--- src/rtl/s_mem_fill_engine.sv ---
// Fill engine for the RC4 S-array RAM: writes DEPTH words (identity, descending or constant).
// Define S_FILL_VERIFY_EN to add a readback pass that raises a sticky verify_err on mismatch.
module s_mem_fill_engine #(
  parameter int ADDR_W = 8,
  parameter int DATA_W = 8,
  parameter int DEPTH  = 256
) (
  input  logic              clk,
  input  logic              reset,
  input  logic              start,
  input  logic [1:0]        mode,
  input  logic [DATA_W-1:0] fill_value,
  output logic [ADDR_W-1:0] mem_address,
  output logic [DATA_W-1:0] mem_data,
  output logic              mem_wren,
  input  logic [DATA_W-1:0] mem_q,
  output logic              busy,
  output logic              done,
  output logic              verify_err
);

  localparam logic [1:0] ST_IDLE   = 2'd0;
  localparam logic [1:0] ST_WRITE  = 2'd1;
  localparam logic [1:0] ST_VERIFY = 2'd2;
  localparam logic [1:0] ST_DONE   = 2'd3;

  localparam logic [ADDR_W:0] LAST_IDX = (ADDR_W+1)'(DEPTH - 1);
  localparam logic [ADDR_W:0] END_IDX  = (ADDR_W+1)'(DEPTH);

  logic [1:0]        state;
  logic [ADDR_W:0]   idx;
  logic [ADDR_W:0]   idx_next;
  logic [ADDR_W:0]   idx_prev;
  logic [1:0]        mode_q;
  logic [DATA_W-1:0] fill_q;

  assign idx_next = idx + 1'b1;
  assign idx_prev = idx - 1'b1;

  function automatic logic [DATA_W-1:0] pattern(input logic [1:0] m,
                                                input logic [DATA_W-1:0] fv,
                                                input logic [ADDR_W:0] i);
    logic [ADDR_W:0] down;
    down = LAST_IDX - i;
    case (m)
      2'd1:    pattern = DATA_W'(down);
      2'd2:    pattern = fv;
      default: pattern = DATA_W'(i);
    endcase
  endfunction

  // In WRITE, idx is the next address to write; in VERIFY it counts pass cycles 0..DEPTH.
  always_ff @(posedge clk) begin
    if (reset) begin
      state       <= ST_IDLE;
      idx         <= '0;
      mode_q      <= '0;
      fill_q      <= '0;
      mem_wren    <= 1'b0;
      mem_address <= '0;
      mem_data    <= '0;
      busy        <= 1'b0;
      done        <= 1'b0;
    end else begin
      case (state)
        ST_IDLE: begin
          if (start) begin
            mode_q      <= mode;
            fill_q      <= fill_value;
            idx         <= (ADDR_W+1)'(1);
            mem_wren    <= 1'b1;
            mem_address <= '0;
            mem_data    <= pattern(mode, fill_value, '0);
            busy        <= 1'b1;
            state       <= ST_WRITE;
          end
        end
        ST_WRITE: begin
          if (idx == END_IDX) begin
            mem_wren <= 1'b0;
`ifdef S_FILL_VERIFY_EN
            idx         <= '0;
            mem_address <= '0;
            state       <= ST_VERIFY;
`else
            busy  <= 1'b0;
            done  <= 1'b1;
            state <= ST_DONE;
`endif
          end else begin
            mem_address <= idx[ADDR_W-1:0];
            mem_data    <= pattern(mode_q, fill_q, idx);
            idx         <= idx_next;
          end
        end
`ifdef S_FILL_VERIFY_EN
        ST_VERIFY: begin
          if (idx == END_IDX) begin
            busy  <= 1'b0;
            done  <= 1'b1;
            state <= ST_DONE;
          end else begin
            idx <= idx_next;
            if (idx_next < END_IDX) mem_address <= idx_next[ADDR_W-1:0];
          end
        end
`endif
        ST_DONE: begin
          if (!start) begin
            done  <= 1'b0;
            state <= ST_IDLE;
          end
        end
        default: state <= ST_IDLE;
      endcase
    end
  end

`ifdef S_FILL_VERIFY_EN
  // mem_q carries the word addressed one cycle earlier, hence idx_prev.
  always_ff @(posedge clk) begin
    if (reset) begin
      verify_err <= 1'b0;
    end else if (state == ST_IDLE && start) begin
      verify_err <= 1'b0;
    end else if (state == ST_VERIFY && idx != '0 &&
                 mem_q != pattern(mode_q, fill_q, idx_prev)) begin
      verify_err <= 1'b1;
    end
  end
`else
  logic unused_q;
  assign unused_q   = ^mem_q;
  assign verify_err = 1'b0;
`endif

endmodule
--- config.mk ---
export PLATFORM = sky130hd
export DESIGN_NAME = s_mem_fill_engine
export DESIGN_NICKNAME = d
export VERILOG_FILES = /design/src/rtl/s_mem_fill_engine.sv
export SDC_FILE = /design/constraint.sdc
export NUM_CORES = 1
export LEC_CHECK = 0
export ABC_AREA = 0
export ABC_CLOCK_PERIOD_IN_PS = 1650
export BUFFER_PORTS_ARGS = -buffer_cell sky130_fd_sc_hd__buf_2
export CAP_MARGIN = 25
export CORE_MARGIN = 2
export CORE_UTILIZATION = 49
export CTS_CLUSTER_SIZE = 20
export DETAILED_ROUTE_END_ITERATION = 8
export PLACE_DENSITY = 0.87
export SETUP_SLACK_MARGIN = 0.4
export SLEW_MARGIN = 40
export SYNTH_ARGS = -nofsm -noshare
export SYNTH_HDL_FRONTEND = slang
export SYNTH_SLANG_ARGS = --single-unit
export TNS_END_PERCENT = 10
--- constraint.sdc ---
create_clock -name clk -period 1.65 [get_ports clk]
set_input_delay 0.2475 -clock clk [delete_from_list [all_inputs] [get_ports clk]]
set_output_delay 0.2475 -clock clk [all_outputs]
set_load 0.02 [all_outputs]
==> results.py <==
metrics = {
    "drt": {
        "detail-route-antenna-nets": 0,
        "drt_wl_total_um": 5500,
        "first_pass_iters": 4,
        "viasPerCell": 6.07,
        "drc_errors": 0,
        "routedWlPerCell_um": 16.2,
        "drt_iter0_markers": 202,
        "vias": 2065,
    },
    "pwr": {
        "leakage_nw": 1.01,
        "p_comb_share_pct": 20.8,
        "p_int_mw": 1.67,
        "p_sw_mw": 0.680,
        "p_sw_share_pct": 28.9,
        "finalPower_mw": 2.35,
        "powerDensity_nw_per_um2": 917,
        "peakVddDrop_uv": 456,
        "power_frac_seq_pct": 43.2,
        "p_clk_share_pct": 35.9,
    },
    "clocking": {
        "root_buffer": "clkbuf_8",
        "cts-buffers-inserted": 5,
        "clock_sinks": 39,
        "postCtsHoldBufs": 0,
        "clk_pin_slew_ps": 80,
        "clockBufferDepth": 2,
        "worstSkewPairLatency_ps": 300,
        "cts_tree": "yes",
        "htreeDepth": 2,
    },
    "setup_path": {
        "timing.rr.end": "idx[7]$_SDFFE_PP0P_",
        "path_max_fanout": 6,
        "cp-start-kind": "flop",
        "worstPathRequired_ps": 1880,
        "crit_type": "reg -> reg",
        "cp-end-kind": "flop",
        "regToRegStartpoint": "idx[1]$_SDFFE_PP0P_",
        "cp.arrival_ps": 1780,
        "r2r_cells": 7,
        "r2r_slack_ps": 100,
    },
    "floorplan": {
        "die_y_um": 69.0,
        "start_util_pct": 51.4,
        "core-area_um2": 4030,
        "rows": 23,
        "die_area_um2": 4760,
        "io_pins": 41,
        "die_x_um": 69.0,
    },
    "timing": {
        "fin_crit_sh_pct": 94.0,
        "fin_ws_ps": 98.6,
        "final-setup-viol-count": 0,
        "fmax_ghz": 0.645,
        "fin_skew_ps": 4.81,
        "drv_slew": 0,
        "layout_min_cycle_time_ps": 1550,
        "rsz0062_at_grt": "true",
        "tns_ps": 0,
        "finalHoldViolCount": 0,
    },
    "worst_hold_path": {
        "hold_path.class": "in -> reg",
        "worstHoldStart": "fill_value[1]",
        "min_path_cells": 3,
        "hold_end": "fill_q[1]$_SDFFE_PP0P_",
    },
    "global_route": {
        "grt_usage_pct": 23.6,
        "grt_pass1_wl_um": 9210,
        "antenna_found_initial": 0,
        "grt_max_degree": 19,
        "grt_pass1_vias": 1913,
        "gr-total-overflow": 0,
    },
    "synth": {
        "synth_area_um2": 2070,
        "synth_area_per_cell_um2": 8.25,
        "yosysSeqAreaShare_pct": 37.7,
        "ys_seq_elements": 39,
        "yosys_warnings": 0,
        "synthTopCellsByArea": "dfxtp_1 (38%), a21oi_1 (11%), a221oi_2 (5.8%), nand2_1 (4.7%), a221o_1 (3.9%)",
        "yosys.area.top_type_share_pct": 37.7,
        "synth_cells": 251,
        "synthDistinctLibCells": 36,
        "yosys.area.top_type": "dfxtp_1",
        "syn_nets": 278,
    },
    "layout": {
        "areaGrowthSynthToFinish_pct": 23.9,
        "diodes": 0,
        "drive_gt1_share_pct": 33.4,
        "final_cells": 340,
        "fillers": 329,
        "fin_nets": 316,
        "regArea_um2": 795,
        "finalInstanceArea_um2": 2570,
        "multi_input_area_um2": 1200,
    },
    "place": {
        "gp_congestion": 0.831,
        "pre_cts_slack_ps": 73.4,
        "hpwl_um": 3500,
        "detailed_place.area_um2": 2300,
        "portBuffers": 31,
        "dpl.cell_count": 322,
    },
    "run": {
        "maxCapViolCount": 0,
    },
    "run_status": {
        "outcome": "finished clean",
    },
}
==> per-layer routing <==
metal	vias to the layer above	track usage (%)	part of all wire, %
met5	-	0	0
met2	100	39.4	49
li1	980	-	-
met3	16	4.53	7.6
met1	969	29.9	41
met4	0	9.59	2.4
==> worst max path at each step <==
| stage | end | startpoint | cells past startpoint | slack (ps) |
|---|---|---|---|---|
| 2_1_floorplan | idx[7]$_SDFFE_PP0P_ | idx[1]$_SDFFE_PP0P_ | 6 | 210 |
| 3_3_place_gp | mem_data[1]$_SDFFE_PP0P_ | idx[1]$_SDFFE_PP0P_ | 6 | 110 |
| 3_5_place_dp | mem_data[0]$_SDFFE_PP0P_ | idx[1]$_SDFFE_PP0P_ | 6 | 70 |
| 4_1_cts | mem_data[6]$_SDFFE_PP0P_ | idx[0]$_SDFFE_PP0P_ | 6 | 150 |
| 5_1_grt | idx[1]$_SDFFE_PP0P_ | idx[1]$_SDFFE_PP0P_ | 7 | 40 |
| 6_report | idx[7]$_SDFFE_PP0P_ | idx[1]$_SDFFE_PP0P_ | 7 | 100 |
==> registers in the layout (all words and copies together) (netlist names) <==
signal,cells
busy,1
done,1
fill_q,8
idx,9
mem_address,8
mem_data,8
mode_q,2
state,2
==> layout by cell type, fill, tap and decap left out, types with 6 or more instances in the layout <==
master / netlist / routed
a221oi_2: 8 / 8
nor2_1: 17 / 17
buf_4: 2 / 20
a21oi_1: 45 / 40
inv_1: 15 / 12
a221o_1: 8 / 8
nand3_1: 14 / 14
nand2_1: 26 / 26
nor3_1: 10 / 10
clkbuf_8: 0 / 6
dfxtp_1: 39 / 32
a32oi_1: 6 / 6
buf_2: 7 / 31
==> kinds of logic (layout without fill, tap and decap cells) <==
group / count (synthesis) / after routing / share of synthesized area [%]
adder cells (fa/ha/maj): 6 / 6 / 3.63
AND/OR/NAND/NOR: 84 / 85 / 21.5
flip-flops: 39 / 39 / 37.7
AO/OA/AOI/OAI: 83 / 84 / 28.6
buffers and inverters: 38 / 75 / 8.40
other: 1 / 1 / 0.181
==> timing repair <==
item                                    CTS  global route
gates cloned                              2             0
pin swaps                                 3             0
endpoints found under the setup margin   38            38
buffers inserted                          8             0
resized for setup                        13             4
==> synthesized netlist by cell type, drive strengths merged <==
cell,count
a221oi,8
o21bai,2
nor2b,2
and3,3
o211a,1
a21o,2
and4,1
nand2,27
nor2,17
nand4,1
dfxtp,39
clkbuf,7
conb,1
o21a,1
nor3,11
a31oi,4
nor4b,2
or3,3
o21ai,5
ha,6
a32oi,6
a21oi,45
inv,15
nand2b,2
a311oi,1
buf,16
nand3,15
a221o,8
==> worst max-delay path, cell delays in order (launching register included) <==
cell,delay (ps)
dfxtp_4,360
inv_4,60
ha_4,120
nor4b_4,280
a21o_4,250
buf_4,150
nand3_2,70
a31oi_1,170
==> power groups by stage <==
stage	Clock (mW)	Sequential, mW	Combinational (mW)
2_1_floorplan	0	1.06	0.292
3_5_place_dp	0	1.04	0.428
4_1_cts	0.847	1.02	0.478
5_1_grt	0.881	1.02	0.526
3_3_place_gp	0	1.04	0.417
6_report	0.846	1.02	0.491
==> metrics by stage <==
step                      util, %  hold WS (ps)
final                        63.7           185
after global routing         63.7           187
after CTS                    63.5           185
after detailed placement     57.2           450
after global placement       57.2           443
after floorplan                 -           376
==> layout make-up <==
type | instances | share of cell area, %
clock inverters | 2 | 1.37
multi-input cells | 176 | 47.0
inverters | 15 | 2.39
well taps | 50 | 2.44
flip-flops and latches | 39 | 31.0
clock buffers | 6 | 3.22
repair buffers | 52 | 12.7
Note: power is estimated with default switching activity, not from simulation.
